### src/rtl/rsa_pkg.sv
// Shared RSA definitions: word width, Fermat exponent constant and key-setup FSM states.
package rsa_pkg;

  localparam int unsigned RSA_WIDTH = 32;
  localparam logic [31:0] E_FERMAT  = 32'd65537;

  typedef logic [RSA_WIDTH-1:0] rsa_word_t;

  typedef enum logic [2:0] {
    StWait,
    StCalc,
    StCheckArgs,
    StGcdStart,
    StGcdRun,
    StTest,
    StNextE,
    StFinished
  } key_state_e;

endpackage

### src/rtl/gcd_unit.sv
// Binary (Stein) gcd, one shift/subtract step per cycle; done pulses for one cycle with gcd held.
module gcd_unit #(
  parameter int unsigned WIDTH = 32
) (
  input  logic             clk,
  input  logic             reset_n,
  input  logic             start,
  input  logic [WIDTH-1:0] a,
  input  logic [WIDTH-1:0] b,
  output logic             done,
  output logic [WIDTH-1:0] gcd
);

  localparam int unsigned KW = $clog2(WIDTH + 1);

  logic             busy_q, busy_d;
  logic             done_q, done_d;
  logic [WIDTH-1:0] a_q, a_d, b_q, b_d, gcd_q, gcd_d;
  logic [KW-1:0]    k_q, k_d;

  always_comb begin
    busy_d = busy_q;
    done_d = 1'b0;
    a_d    = a_q;
    b_d    = b_q;
    k_d    = k_q;
    gcd_d  = gcd_q;
    if (start) begin
      a_d    = a;
      b_d    = b;
      k_d    = '0;
      busy_d = 1'b1;
    end else if (busy_q) begin
      if (a_q == '0 || b_q == '0 || a_q == b_q) begin
        // Common power of two removed earlier is restored here.
        gcd_d  = ((a_q == '0) ? b_q : a_q) << k_q;
        done_d = 1'b1;
        busy_d = 1'b0;
      end else if (!a_q[0] && !b_q[0]) begin
        a_d = a_q >> 1;
        b_d = b_q >> 1;
        k_d = k_q + KW'(1);
      end else if (!a_q[0]) begin
        a_d = a_q >> 1;
      end else if (!b_q[0]) begin
        b_d = b_q >> 1;
      end else if (a_q > b_q) begin
        a_d = (a_q - b_q) >> 1;
      end else begin
        b_d = (b_q - a_q) >> 1;
      end
    end
  end

  always_ff @(posedge clk or negedge reset_n) begin
    if (!reset_n) begin
      busy_q <= 1'b0;
      done_q <= 1'b0;
      a_q    <= '0;
      b_q    <= '0;
      k_q    <= '0;
      gcd_q  <= '0;
    end else begin
      busy_q <= busy_d;
      done_q <= done_d;
      a_q    <= a_d;
      b_q    <= b_d;
      k_q    <= k_d;
      gcd_q  <= gcd_d;
    end
  end

  assign done = done_q;
  assign gcd  = gcd_q;

endmodule

### src/rtl/generate_e_phi.sv
// RSA key setup: n = p*q, phi = (p-1)*(q-1), smallest odd e >= E_START coprime to phi.
// Define GENERATE_E_FERMAT_EN to try e = 65537 first when it is below phi.
module generate_e_phi
  import rsa_pkg::*;
#(
  parameter int unsigned WIDTH   = RSA_WIDTH,
  parameter int unsigned E_START = 3
) (
  input  logic               clk,
  input  logic               reset_n,
  input  logic               compute,
  input  logic [WIDTH/2-1:0] p,
  input  logic [WIDTH/2-1:0] q,
  output logic [WIDTH-1:0]   n,
  output logic [WIDTH-1:0]   phi,
  output logic [WIDTH-1:0]   e,
  output logic               generated_done,
  output logic               key_error
);

  localparam int unsigned HW = WIDTH / 2;
  localparam logic [WIDTH-1:0] EStart = WIDTH'(E_START);

  key_state_e       state_q, state_d;
  logic [HW-1:0]    p_q, p_d, q_q, q_d, pm1, qm1;
  logic [WIDTH-1:0] n_q, n_d, phi_q, phi_d, e_q, e_d, phi_calc;
  logic             done_q, done_d, kerr_q, kerr_d;
  logic [WIDTH:0]   e_sum;
  logic             gcd_start, gcd_done;
  logic [WIDTH-1:0] gcd_val;

`ifdef GENERATE_E_FERMAT_EN
  localparam logic [WIDTH-1:0] EFermat = WIDTH'(E_FERMAT);
  logic fermat_q, fermat_d;
`endif

  assign pm1      = p_q - HW'(1);
  assign qm1      = q_q - HW'(1);
  assign phi_calc = WIDTH'(pm1) * WIDTH'(qm1);
  assign e_sum    = {1'b0, e_q} + (WIDTH + 1)'(2);

  always_comb begin
    state_d   = state_q;
    p_d       = p_q;
    q_d       = q_q;
    n_d       = n_q;
    phi_d     = phi_q;
    e_d       = e_q;
    done_d    = done_q;
    kerr_d    = kerr_q;
    gcd_start = 1'b0;
`ifdef GENERATE_E_FERMAT_EN
    fermat_d  = fermat_q;
`endif
    unique case (state_q)
      StWait: begin
        if (compute) begin
          p_d     = p;
          q_d     = q;
          state_d = StCalc;
        end
      end
      StCalc: begin
        n_d     = WIDTH'(p_q) * WIDTH'(q_q);
        phi_d   = phi_calc;
`ifdef GENERATE_E_FERMAT_EN
        fermat_d = (EFermat < phi_calc);
        e_d      = fermat_d ? EFermat : EStart;
`else
        e_d     = EStart;
`endif
        state_d = StCheckArgs;
      end
      StCheckArgs: begin
        if (p_q < HW'(2) || q_q < HW'(2) || phi_q <= EStart) begin
          kerr_d  = 1'b1;
          done_d  = 1'b1;
          state_d = StFinished;
        end else begin
          state_d = StGcdStart;
        end
      end
      StGcdStart: begin
        gcd_start = 1'b1;
        state_d   = StGcdRun;
      end
      StGcdRun: begin
        if (gcd_done) state_d = StTest;
      end
      StTest: begin
        if (gcd_val == WIDTH'(1)) begin
          done_d  = 1'b1;
          state_d = StFinished;
        end else begin
          state_d = StNextE;
        end
      end
      StNextE: begin
`ifdef GENERATE_E_FERMAT_EN
        if (fermat_q) begin
          // 65537 rejected: fall back to the normal linear search.
          fermat_d = 1'b0;
          e_d      = EStart;
          state_d  = StGcdStart;
        end else
`endif
        begin
          e_d = e_sum[WIDTH-1:0];
          if (e_sum[WIDTH] || e_sum[WIDTH-1:0] >= phi_q) begin
            kerr_d  = 1'b1;
            done_d  = 1'b1;
            state_d = StFinished;
          end else begin
            state_d = StGcdStart;
          end
        end
      end
      StFinished: begin
        if (!compute) begin
          done_d  = 1'b0;
          kerr_d  = 1'b0;
          state_d = StWait;
        end
      end
      default: state_d = StWait;
    endcase
  end

  always_ff @(posedge clk or negedge reset_n) begin
    if (!reset_n) begin
      state_q <= StWait;
      p_q     <= '0;
      q_q     <= '0;
      n_q     <= '0;
      phi_q   <= '0;
      e_q     <= '0;
      done_q  <= 1'b0;
      kerr_q  <= 1'b0;
    end else begin
      state_q <= state_d;
      p_q     <= p_d;
      q_q     <= q_d;
      n_q     <= n_d;
      phi_q   <= phi_d;
      e_q     <= e_d;
      done_q  <= done_d;
      kerr_q  <= kerr_d;
    end
  end

`ifdef GENERATE_E_FERMAT_EN
  always_ff @(posedge clk or negedge reset_n) begin
    if (!reset_n) fermat_q <= 1'b0;
    else          fermat_q <= fermat_d;
  end
`endif

  gcd_unit #(
    .WIDTH(WIDTH)
  ) u_gcd (
    .clk    (clk),
    .reset_n(reset_n),
    .start  (gcd_start),
    .a      (e_q),
    .b      (phi_q),
    .done   (gcd_done),
    .gcd    (gcd_val)
  );

  assign n              = n_q;
  assign phi            = phi_q;
  assign e              = e_q;
  assign generated_done = done_q;
  assign key_error      = kerr_q;

endmodule

### config.mk
export PLATFORM = sky130hd
export DESIGN_NAME = generate_e_phi
export DESIGN_NICKNAME = d
export VERILOG_FILES = /design/src/rtl/rsa_pkg.sv /design/src/rtl/gcd_unit.sv /design/src/rtl/generate_e_phi.sv
export SDC_FILE = /design/constraint.sdc
export NUM_CORES = 2
export LEC_CHECK = 0
export CAP_MARGIN = 40
export CORE_ASPECT_RATIO = 2
export CORE_UTILIZATION = 45
export CTS_CLUSTER_DIAMETER = 80
export DETAILED_ROUTE_END_ITERATION = 10
export REMOVE_ABC_BUFFERS = 1
export SYNTH_ARGS = -nofsm -noshare
export SYNTH_HDL_FRONTEND = slang
export SYNTH_HIERARCHICAL = 1
export SYNTH_SLANG_ARGS = --single-unit
### constraint.sdc
create_clock -name clk -period 6.71 [get_ports clk]
set_input_delay 0.671 -clock clk [delete_from_list [all_inputs] [get_ports clk]]
set_output_delay 0.671 -clock clk [all_outputs]
set_load 0.05 [all_outputs]
==> results.md <==
* Status: finished with violations
* Failing checks: negative setup slack
* Max Fclk at 0.140 GHz
* Flops & latches, synth at 237
* First-pass DRT Iterations at 5
* Largest fanout on the critical path at 4
* Ranking of synthesized cells by area: fa_1, dfrtp_1, ha_1
* CP startpoint kind: flop
* Top cell type's share of synthesized area at 23.0%
* Final WS setup at -0.441 ns
* CTS tree: done
* Antenna viol nets, final at 0
* Post-Syn Instances at 3965
* Largest net degree at the start of global routing at 133
* Vias at 30071
* Port Buffers at 132
* DRT Wirelength at 126000 µm
* Ant diodes at 0
* Max_cap viols at 0
* Pre-CTS WS at -0.718 ns
* Root Driver: clkbuf_16
* Synth area leader: fa_1
* RSZ-0062 raised after global routing: yes
* Slew Limit Fails at 0
* Worst-path clk slew at 0.07 ns
* Final count of negative-setup-slack endpoints at 15
* Vias/cell at 5.69
* Most common cell after layout, fill and taps aside: inv_1
* Ys Warns at 6
* FP Rows at 142
* Final hold viol count at 0
* Die W at 196 µm
* Final period util at 107%
* Reg2Reg Depth at 26
* Crit path DAT at 7.60 ns
* H-tree levels at 1
* Initial antenna violation count at 0
* Layout area overhead at 17.8%
* CP Capture Type: flop
* Total CTS buffers at 28
* IO Pins at 133
* Minimum clock period at 7.15 ns
* Cells on Worst Hold Path at 2
* DIE HEIGHT at 391 µm
* Least-Margin Pin Slew at 0.957 ns
* Most frequent cells in the layout: inv_1, nand2_1, fa_1
* Critical Path RT at 7.16 ns
* Clk_lat worst skew at 0.60 ns
* Vias in the first global route at 32944
* Die area at 0.0767 mm²
* Clk sink count at 237
* Clock buffer depth at 3
* Async SR Flop Fraction at 100%
* Placer Congestion at 0.990
* Post-synth EDFFs at 0
* Worst min-delay path class: flop to flop
* Fillers at 7185
* Grt total ovfl at 0
* Top_reg_cell synth: dfrtp_1
* Routed length per placed instance at 23.8 µm
* Share of the yosys chip area belonging to registers at 17.5%
* HPWL after DPL at 104000 µm
* Initial Util at 45.4%
* Slew headroom at 36.2%
* DRC viols at 0
* Initial DRC Count at 1479
* Mean Syn Cell Area at 8.57 µm²
* Gr usage total at 33.5%
* CP Class: flop to flop
* Clock Skews at 0.0177 ns
* Yosys cell types at 96
* Ratio of cells with drive above 1 in the final layout at 13.0%
* Synth Cell Area at 0.0340 mm²
* Global-route wire length before repair at 191000 µm
* Core area at 0.0748 mm²
* Final nets at 4992
[worst paths after layout]
check / startpoint / slack (ns) / endpoint
setup / recovery: p_q[4]$_DFFE_PN0P_ / -0.44 / phi[23]$_DFFE_PN0P_
hold / removal: n[2]$_DFFE_PN0P_ / 0.48 / n[2]$_DFFE_PN0P_
setup reg to reg: p_q[4]$_DFFE_PN0P_ / -0.44 / phi[23]$_DFFE_PN0P_
hold reg to reg: n[2]$_DFFE_PN0P_ / 0.48 / n[2]$_DFFE_PN0P_
max in group asynchronous: reset_n / 4.91 / q_q[15]$_DFFE_PN0P_
min in group asynchronous: reset_n / 0.57 / u_gcd/a_q[6]$_DFFE_PN0P_
[cells in the mapped netlist (20+ instances only)]
library cell	n
inv_1	575
nor2b_1	26
a221oi_1	25
a221o_1	21
fa_1	390
nor2_1	221
nand4_1	31
dfrtp_1	237
buf_2	39
nor4_1	36
nand2_1	528
mux2i_1	76
clkbuf_1	140
nand3_1	42
buf_1	21
o21ai_1	27
and2_1	122
and3_1	20
a21oi_1	185
o21bai_1	23
a21o_1	50
nor3_1	31
a31oi_1	34
xnor2_1	104
xor2_1	87
mux2_2	33
a22o_1	23
o211ai_1	25
o22ai_1	45
ha_1	309
o21ai_0	208
nand2b_1	30
[registers in the layout (all words and copies together), names as in the netlist]
| name | count |
|---|---|
| u_gcd/a_q | 32 |
| state_q | 3 |
| q_q | 16 |
| u_gcd/b_q | 32 |
| u_gcd/k_q | 6 |
| phi | 32 |
| p_q | 16 |
| u_gcd/done | 1 |
| u_gcd/busy_q | 1 |
| e | 32 |
| n | 32 |
| key_error | 1 |
| generated_done | 1 |
| u_gcd/gcd | 32 |
[critical path: stages (launching register included)]
cell	delay, ns
dfrtp_1	0.43
nor4_4	0.34
nand3_2	0.15
buf_6	0.16
or3_4	0.35
xor2_2	0.15
buf_4	0.16
buf_4	0.13
nor2_4	0.10
fa_1	0.43
inv_2	0.07
fa_1	0.46
fa_2	0.54
inv_1	0.05
fa_2	0.56
fa_1	0.42
fa_1	0.53
ha_4	0.22
a21oi_4	0.14
nor2b_2	0.06
a311o_1	0.39
o31a_1	0.31
a2111oi_4	0.35
o21bai_2	0.15
buf_4	0.16
xnor2_2	0.12
o21ai_1	0.07
[layer usage]
metal	GRT usage [%]	vias up	wire length, µm
met5	0	-	0
met4	31.6	0	13800
met3	4.15	515	5270
met2	65.5	1000	69600
met1	28.4	14866	37000
li1	-	13690	-
[cell type report]
class,count,area (µm²),area share [%]
repair buffers,471,4050,10.1
multi-input cells,2943,25700,64.1
well taps,1008,1260,3.15
clock buffers,34,754,1.89
flip-flops and latches,237,5930,14.8
clock inverters,15,199,0.497
inverters,577,2170,5.41
[stage by stage]
step / instance area (µm²) / utilization, % / instances / setup TNS [ns] / hold slack [ns]
after detailed placement: 38200 / 51.0 / 5207 / -9.80 / 0.467
after global routing: 40000 / 53.5 / 5285 / -7.48 / 0.496
after CTS: 39700 / 53.0 / 5272 / -2.21 / 0.485
final: 40000 / 53.5 / 5285 / -3.94 / 0.480
after global placement: 38000 / 50.8 / 5197 / -8.01 / 0.458
after floorplan: 33100 / - / 3757 / -7.67 / 0.375
[kinds of logic (layout without fill, tap and decap cells)]
group	Yosys count	count (layout)	synth area share [%]
compound gates	795	795	14.9
xor+xnor	192	192	4.97
fa+ha+maj	699	699	34.4
buf+inv	785	1097	8.94
flops	237	237	17.5
mux	114	114	3.66
simple gates	1143	1143	15.7
[repair_timing]
item | CTS | global route
gates cloned | 0 | 0
gates resized for setup | 87 | 55
endpoints found under the hold margin | 17 | 0
hold buffers | 1 | 0
setup buffers | 15 | 12
pin swaps | 60 | 45
endpoints found under the setup margin | 19 | 21
Power is left out: the tool's default activity adds up to more than one toggle a clock period on the data nets, which glitch-free logic cannot reach.
